### src/rtl/ct_l2c_data_ram_ctrl_pkg.sv
// ct_l2c_ram_pkg: shared types and defaults for the L2 data-RAM access
// sequencer (ct_l2c_data_ram_ctrl) and its response buffer.
//   state_e  - sequencer FSM encoding (IDLE / ACCESS)
//   cnt_t    - access-window cycle counter
//   *_DEF    - default geometry and access latency of ct_spsram_32768x128
package ct_l2c_ram_pkg;

  typedef enum logic {
    IDLE   = 1'b0,
    ACCESS = 1'b1
  } state_e;

  localparam int unsigned ADDR_WIDTH_DEF = 15;
  localparam int unsigned DATA_WIDTH_DEF = 128;
  localparam int unsigned ACC_LAT_DEF    = 2;

  // Wide enough for every legal window length (1..4 cycles).
  localparam int unsigned CNT_W = 3;

  typedef logic [CNT_W-1:0] cnt_t;

  // Counter value in the final cycle of an access window.
  function automatic cnt_t last_cnt(input int unsigned acc_lat);
    return cnt_t'(acc_lat - 1);
  endfunction

endpackage

### src/rtl/ct_l2c_data_ram_ctrl_rsp_buf.sv
// ct_l2c_rsp_buf: one-entry valid/ready register holding SRAM read data
// until the consumer takes it.
//   CLK, RST   - clock, asynchronous active-high reset
//   load       - one-cycle strobe: capture load_data and raise rsp_vld
//   load_data  - data captured on load
//   rsp_vld    - entry valid
//   rsp_rdy    - consumer accepts the entry this cycle
//   rsp_data   - entry contents, stable while rsp_vld is held
module ct_l2c_rsp_buf
  import ct_l2c_ram_pkg::*;
#(
  parameter int unsigned DATA_WIDTH = DATA_WIDTH_DEF
) (
  input  logic                  CLK,
  input  logic                  RST,
  input  logic                  load,
  input  logic [DATA_WIDTH-1:0] load_data,
  output logic                  rsp_vld,
  input  logic                  rsp_rdy,
  output logic [DATA_WIDTH-1:0] rsp_data
);

  // A load in the same edge as a handshake wins: the new entry stays valid.
  always_ff @(posedge CLK or posedge RST) begin
    if (RST) begin
      rsp_vld  <= 1'b0;
      rsp_data <= '0;
    end else if (load) begin
      rsp_vld  <= 1'b1;
      rsp_data <= load_data;
    end else if (rsp_vld && rsp_rdy) begin
      rsp_vld  <= 1'b0;
    end
  end

endmodule

### src/rtl/ct_l2c_data_ram_ctrl.sv
// ct_l2c_data_ram_ctrl: access sequencer in front of ct_spsram_32768x128.
// Takes one read/write request at a time, drives the macro's active-low
// CEN/GWEN/WEN pins from registers, holds A/D for an ACC_LAT-cycle window
// and captures Q into a one-entry response buffer.
//   CLK, RST                     - clock, asynchronous active-high reset
//   req_vld/req_rdy              - request handshake
//   req_wr/addr/wdata/wmask      - request payload (wmask active-high)
//   rsp_vld/rsp_rdy/rsp_data     - read response handshake
//   busy                         - FSM not IDLE
//   sram_a/cen/gwen/wen/d, sram_q - macro interface
// Optional: define CT_L2C_RAM_PERF_CNT_EN to add perf_clr, perf_rd_cnt and
// perf_wr_cnt (accepted read/write counters).
module ct_l2c_data_ram_ctrl
  import ct_l2c_ram_pkg::*;
#(
  parameter int unsigned ADDR_WIDTH = ADDR_WIDTH_DEF,
  parameter int unsigned DATA_WIDTH = DATA_WIDTH_DEF,
  parameter int unsigned ACC_LAT    = ACC_LAT_DEF
) (
  input  logic                  CLK,
  input  logic                  RST,
  input  logic                  req_vld,
  output logic                  req_rdy,
  input  logic                  req_wr,
  input  logic [ADDR_WIDTH-1:0] req_addr,
  input  logic [DATA_WIDTH-1:0] req_wdata,
  input  logic [DATA_WIDTH-1:0] req_wmask,
  output logic                  rsp_vld,
  input  logic                  rsp_rdy,
  output logic [DATA_WIDTH-1:0] rsp_data,
  output logic                  busy,
  output logic [ADDR_WIDTH-1:0] sram_a,
  output logic                  sram_cen,
  output logic                  sram_gwen,
  output logic [DATA_WIDTH-1:0] sram_wen,
  output logic [DATA_WIDTH-1:0] sram_d,
  input  logic [DATA_WIDTH-1:0] sram_q
`ifdef CT_L2C_RAM_PERF_CNT_EN
  ,
  input  logic                  perf_clr,
  output logic [31:0]           perf_rd_cnt,
  output logic [31:0]           perf_wr_cnt
`endif
);

  state_e state;
  cnt_t   cnt;
  logic   accept;
  logic   win_end;
  logic   rsp_load;

  assign busy = (state == ACCESS);

  // Reads need a free (or draining) response slot; writes never respond.
  always_comb begin
    req_rdy = 1'b0;
    if (state == IDLE) begin
      req_rdy = req_wr ? 1'b1 : (!rsp_vld || rsp_rdy);
    end
  end

  assign accept  = req_vld && req_rdy;
  assign win_end = (state == ACCESS) && (cnt == last_cnt(ACC_LAT));
  // GWEN stays high for the whole window of a read, so it doubles as the
  // read/write flag of the access in flight.
  assign rsp_load = win_end && sram_gwen;

  always_ff @(posedge CLK or posedge RST) begin
    if (RST) begin
      state     <= IDLE;
      cnt       <= '0;
      sram_cen  <= 1'b1;
      sram_gwen <= 1'b1;
      sram_wen  <= '1;
      sram_a    <= '0;
      sram_d    <= '0;
    end else begin
      case (state)
        IDLE: begin
          if (accept) begin
            state     <= ACCESS;
            cnt       <= '0;
            sram_cen  <= 1'b0;
            sram_a    <= req_addr;
            sram_gwen <= !req_wr;
            if (req_wr) begin
              sram_wen <= ~req_wmask;
              sram_d   <= req_wdata;
            end else begin
              sram_wen <= '1;
            end
          end
        end
        ACCESS: begin
          // CEN is a single-cycle strobe at the start of the window.
          sram_cen <= 1'b1;
          if (win_end) begin
            state     <= IDLE;
            sram_gwen <= 1'b1;
            sram_wen  <= '1;
          end else begin
            cnt <= cnt + cnt_t'(1);
          end
        end
      endcase
    end
  end

  ct_l2c_rsp_buf #(
    .DATA_WIDTH(DATA_WIDTH)
  ) u_rsp_buf (
    .CLK      (CLK),
    .RST      (RST),
    .load     (rsp_load),
    .load_data(sram_q),
    .rsp_vld  (rsp_vld),
    .rsp_rdy  (rsp_rdy),
    .rsp_data (rsp_data)
  );

`ifdef CT_L2C_RAM_PERF_CNT_EN
  always_ff @(posedge CLK or posedge RST) begin
    if (RST) begin
      perf_rd_cnt <= '0;
      perf_wr_cnt <= '0;
    end else if (perf_clr) begin
      perf_rd_cnt <= '0;
      perf_wr_cnt <= '0;
    end else if (accept) begin
      if (req_wr) perf_wr_cnt <= perf_wr_cnt + 32'd1;
      else        perf_rd_cnt <= perf_rd_cnt + 32'd1;
    end
  end
`else
  // Performance counters not built.
`endif

endmodule

### config.mk
export PLATFORM = sky130hd
export DESIGN_NAME = ct_l2c_data_ram_ctrl
export DESIGN_NICKNAME = d
export VERILOG_FILES = /design/src/rtl/ct_l2c_data_ram_ctrl_pkg.sv /design/src/rtl/ct_l2c_data_ram_ctrl_rsp_buf.sv /design/src/rtl/ct_l2c_data_ram_ctrl.sv
export SDC_FILE = /design/constraint.sdc
export NUM_CORES = 1
export LEC_CHECK = 0
export CAP_MARGIN = 5
export CORE_AREA = 3 3 312 314
export CTS_BUF_LIST = sky130_fd_sc_hd__clkbuf_8
export DETAILED_ROUTE_END_ITERATION = 7
export DIE_AREA = 0 0 315 317
export GPL_TIMING_DRIVEN = 1
export SYNTH_ARGS = -nofsm -noshare
export SYNTH_HDL_FRONTEND = slang
export SYNTH_SLANG_ARGS = --single-unit
### constraint.sdc
create_clock -name CLK -period 12.2 [get_ports CLK]
set_input_delay 1.83 -clock CLK [delete_from_list [all_inputs] [get_ports CLK]]
set_output_delay 1.83 -clock CLK [all_outputs]
set_load 0.005 [all_outputs]
==> impl_metrics.ini, run 1 <==
[run_status]
status = finished clean

[detailed_routing]
wl_per_cell_um = 19.3
vias = 12600
drtIter0Drc = 627
via_per_inst = 3.94
drc_errors = 0
wl_um = 61400
antenna_left = 0
firstDrtPassIters = 5

[setup_path]
reg2reg_slack_ns = 8.78
required_ns = 10.37
worst_r2r_endpoint = sram_a[1]
r2r_cells = 5
crit_family = buffers and inverters
path_cells = buf_4, nor3b_2, nor2_1, clkdlybuf4s50_1
crit_start = req_wr
critPathMaxFanout = 79
r2r-start = busy
worstPathArrival_ns = 3.48
critPathLaunchType = input pin
max_stage_delay_ns = 0.69
endpoint_kind = output pin
critical_path_class = input pin to output pin
slowest_stage = nor3b_2
critPathBufInv = 2

[floorplanning]
row_count = 113
ios = 808
fp.dieH_um = 317
die_w_um = 315
core-area_sq_mm = 0.0949
start_util_pct = 17.6
dieArea_sq_mm = 0.0999

[sta]
fmax_mhz = 188
fin_tns_setup_ns = 0
period_minus_slack_ns = 5.31
tightest_slew_ns = 1.01
relSlewSlack_pct = 32.8
rsz0062_at_grt = no
post-route-period-util_pct = 43.5
slew_viol_final = 0
fin_worst_skew_ns = 0.0439
hold_slack_ns = 0.503
setup_violations = 0
hold_viol_final = 0
fin_ws_ns = 6.89

[clock_network]
max-clock-path-buffers = 3
postCtsSetupBuffers = 0
ctsHoldBuffers = 0
cts-resized-gates = 0
clock_latency_ns = 0.67
cts_buffers = 76
clock-root-buffer = clkbuf_8
htree_levels = 3
cts_tree = yes
clk_pin_slew_ns = 0.06
cts_sinks = 406

[placed_design]
portBuffers = 807
place_ws_ns = 6.85
dp.cells = 3045
dp_hpwl_um = 44300
routabilityCongestion = 0.866

[synth]
avgSynthCellArea_sq_um = 15.7
ys_ff_latch = 406
yosysWarningCount = 0
netlist_instances = 1061
yosysSeqAreaShare_pct = 61.9
synth_area_sq_mm = 0.0167
synth_fp_nets = 1467
synth_cell_type_count = 22

[layout]
final_util_pct = 29.0
area_growth_pct = 64.7
seqCellArea_sq_mm = 0.0103
final_cells = 3183
drive_gt1_share_pct = 27.4
finalNetCount = 2264
multi_input_area_sq_mm = 0.00585
n_fill_cell = 9597

[grt]
grt_pass1_wl_um = 88300
grt_use_total_pct = 11.6
grt_max_degree = 144
antenna_found_initial = 4
grt_overflow_total = 0
grt_pass1_vias = 13900

[pwr]
ir_worst_vdd_mv = 0.117
p_leak_nw = 10.9
p_per_area_mw_per_mm2 = 249

[worst_hold_path]
hold_path_class = flop to flop
min_to = sram_d[126]
hp-start = sram_d[126]
holdPathStages = 1

[run]
cap_violations = 0
## layout make-up
type / count / area share [%]
Timing Repair Buffer: 820 / 29.8
Clock buffer: 92 / 4.61
Antenna cell: 4 / 0.0364
Tap cell: 1265 / 5.76
Sequential cell: 406 / 37.6
Multi-Input combinational cell: 550 / 21.3
Inverter: 4 / 0.0683
Clock inverter: 42 / 0.797
## report_power, final
part	total [mW]	internal [mW]	switching, mW
clock network	1.29	0.704	0.590
logic	2.99	1.99	1.01
registers	2.55	2.15	0.400
total	6.84	4.84	2.00
## metrics by stage
stage	power [mW]	instance area, sq um
after CTS	6.97	27500
after global placement	5.53	26000
after global routing	7.25	27500
after floorplan	3.72	16700
after detailed placement	5.59	26000
final	6.84	27500
## how the worst max path moves through the flow
stage / to / cells past startpoint
2_1_floorplan: busy / 1
3_3_place_gp: req_rdy / 4
3_5_place_dp: sram_a[1] / 6
4_1_cts: req_rdy / 4
5_1_grt: req_rdy / 4
6_report: req_rdy / 4
## layer usage
| metal | vias up | share of wire, % | GRT usage, % |
|---|---|---|---|
| met5 | - | 0 | 0 |
| met4 | 0 | 2.8 | 4.77 |
| met1 | 6314 | 37 | 12.9 |
| li1 | 5563 | - | - |
| met2 | 587 | 51 | 20.0 |
| met3 | 91 | 8.9 | 4.25 |
## state kept, by name, summed over array words and instances (netlist names)
signal              cells
sram_cen                1
u_rsp_buf.rsp_vld       1
sram_a                 15
sram_d                128
sram_wen              128
sram_gwen               1
cnt                     3
u_rsp_buf.rsp_data    128
busy                    1
## cell families (layout without fill, tap and decap cells)
| kind of cell | count (synthesis) | count (layout) | share of synthesized area, % |
|---|---|---|---|
| other cells | 0 | 4 | 0 |
| flops | 406 | 406 | 61.9 |
| fa+ha+maj | 2 | 2 | 0.150 |
| mux | 273 | 273 | 20.7 |
| compound gates | 135 | 135 | 6.97 |
| buf+inv | 105 | 958 | 3.20 |
| simple gates | 140 | 140 | 7.13 |
## worst reg2reg max path, cell delays in order (launching register included)
cell and delay, ns:
dfrtp_2 0.56, nand2b_1 0.30, nor2_4 0.60, buf_4 0.68, buf_4 0.70, mux2_2 0.46
## synth_stat cells
cell type,number,share of area [%]
buf_2,33,0.99
mux2_4,100,9.0
mux2i_1,2,0.12
nand4b_1,128,6.7
nand3b_1,1,0.045
o31a_1,129,6.8
nand2_2,1,0.038
buf_6,13,0.88
nor3_1,1,0.030
o21ai_0,5,0.15
mux2_2,171,12
inv_1,4,0.090
nor2_1,4,0.090
dfrtp_1,276,41
nor3b_2,1,0.075
nand2b_1,1,0.038
ha_1,2,0.15
nand2_1,2,0.045
o21bai_1,1,0.045
clkbuf_1,55,1.2
and3b_1,1,0.053
dfstp_2,130,20
## cell usage in the layout (no fill, tap or decap), drive strengths merged, types with 4 or more instances in the layout
master | Yosys | layout
nand4b | 128 | 128
nor2 | 4 | 4
dfstp | 130 | 130
o31a | 129 | 129
dfrtp | 276 | 276
clkbuf | 55 | 92
mux2 | 271 | 271
clkinv | 0 | 5
diode | 0 | 4
buf | 46 | 15
o21ai | 5 | 5
clkdlybuf4s50 | 0 | 805
inv | 4 | 37
No activity file was read; power rests on OpenSTA's default activity.
==> run 2, diff against run 1 <==
--- a/config.mk
+++ b/config.mk
@@ -6,10 +6,10 @@
 export NUM_CORES = 1
 export LEC_CHECK = 0
 export CAP_MARGIN = 5
-export CORE_AREA = 3 3 312 314
+export CORE_AREA = 3 3 313 315
 export CTS_BUF_LIST = sky130_fd_sc_hd__clkbuf_8
 export DETAILED_ROUTE_END_ITERATION = 7
-export DIE_AREA = 0 0 315 317
+export DIE_AREA = 0 0 316 318
 export GPL_TIMING_DRIVEN = 1
 export SYNTH_ARGS = -nofsm -noshare
 export SYNTH_HDL_FRONTEND = slang
==> constraint.sdc (replaced) <==
create_clock -name CLK -period 5.14 [get_ports CLK]
set_input_delay 0.771 -clock CLK [delete_from_list [all_inputs] [get_ports CLK]]
set_output_delay 0.771 -clock CLK [all_outputs]
set_load 0.005 [all_outputs]
==> impl_metrics.ini, run 2 (synthesis gave the netlist of run 1 again) <==
[clock_network]
cts_tree = yes
postCtsSetupBuffers = 0
clock-root-buffer = clkbuf_8
clock_latency_ns = 0.67
cts-resized-gates = 0
clk_pin_slew_ns = 0.06
cts_buffers = 77
ctsHoldBuffers = 0
htree_levels = 3
max-clock-path-buffers = 3
cts_sinks = 406

[layout]
layout_commonest_cell = clkdlybuf4s50_1
final_cells = 3204
finalNetCount = 2277
drive_gt1_share_pct = 28.0
area_growth_pct = 65.8
layout_common_cells = clkdlybuf4s50_1 (805), dfrtp_1 (275), mux2_2 (171)
largestRegisters = sram_d (128), sram_wen (128), u_rsp_buf.rsp_data (128)
final_util_pct = 29.1

[grt]
antenna_found_initial = 28
grt_max_degree = 124
grt_pass1_wl_um = 95400
grt_overflow_total = 0
grt_use_total_pct = 12.7
grt_pass1_vias = 14200

[detailed_routing]
drtIter0Drc = 539
vias = 12800
drc_errors = 0
firstDrtPassIters = 5
wl_um = 66500
via_per_inst = 4.00
antenna_left = 0
wl_per_cell_um = 20.7

[setup_path]
max_stage_delay_ns = 0.66
critPathLaunchType = flop
critPathMaxFanout = 105
slowest_stage = buf_4
path_cells = buf_4, clkdlybuf4s50_1
required_ns = 4.37
crit_family = buffers and inverters
critical_path_class = flop to output pin
crit_start = busy
r2r-start = busy
worstPathArrival_ns = 2.72
critPathBufInv = 2
endpoint_kind = output pin

[pwr]
p_leak_nw = 11.0
ir_worst_vdd_mv = 0.289
p_per_area_mw_per_mm2 = 590
finalPower_mw = 16.3

[sta]
rsz0062_at_grt = no
slew_viol_final = 0
hold_slack_ns = 0.502
period_minus_slack_ns = 3.50
relSlewSlack_pct = 16.2
fin_tns_setup_ns = 0
fmax_mhz = 286
hold_viol_final = 0
tightest_slew_ns = 1.26
setup_violations = 0
post-route-period-util_pct = 68.0
fin_worst_skew_ns = 0.0248

[run_status]
status = finished clean

[run]
cap_violations = 0

[worst_hold_path]
hold_path_class = flop to flop
hp-start = u_rsp_buf.rsp_data[113]

[placed_design]
dp.cells = 3057
routabilityCongestion = 0.831
portBuffers = 807
dp_hpwl_um = 49700

[floorplanning]
core-area_sq_mm = 0.0952
start_util_pct = 17.5
ios = 808
dieArea_sq_mm = 0.100
fp.dieH_um = 318
row_count = 113
die_w_um = 316
==> run 2: cell type report <==
class,instances,area (sq um)
Fill cell,9562,67500
Sequential cell,406,10300
Timing Repair Buffer,832,8350
Multi-Input combinational cell,550,5850
Tap cell,1265,1580
Clock buffer,91,1250
Clock inverter,45,245
Antenna cell,11,27.5
Inverter,4,18.8
==> run 2: routing by layer <==
| layer | up-vias | GRT usage (%) | part of all wire [%] |
|---|---|---|---|
| met5 | - | 0 | 0.041 |
| met4 | 4 | 4.79 | 3.1 |
| met3 | 126 | 5.55 | 10 |
| met2 | 593 | 22.2 | 51 |
| met1 | 6464 | 13.5 | 36 |
| li1 | 5617 | - | - |
==> run 2: through the flow <==
step           cell area [sq um]  setup slack (ns)
6_report                   27700              1.64
5_1_grt                    27600              1.41
4_1_cts                    27600              1.55
3_5_place_dp               26100              2.05
3_3_place_gp               26100              2.06
2_1_floorplan              16700            -0.995
==> run 2: report_power, final <==
group,switching [mW],internal [mW]
combinational,2.41,4.75
sequential,0.972,5.11
clock,1.42,1.66
total,4.80,11.5
==> run 2: final timing paths <==
check                                     endpoint  slack, ns  depth (start not counted)
max                                           busy       1.64                          2
min in group asynchronous   u_rsp_buf.rsp_data[43]       0.51                          2
max reg2reg                 u_rsp_buf.rsp_data[61]       2.25                          4
min                        u_rsp_buf.rsp_data[113]       0.50                          1
max in group asynchronous             sram_wen[22]       3.40                          4
min reg2reg                u_rsp_buf.rsp_data[113]       0.50                          1
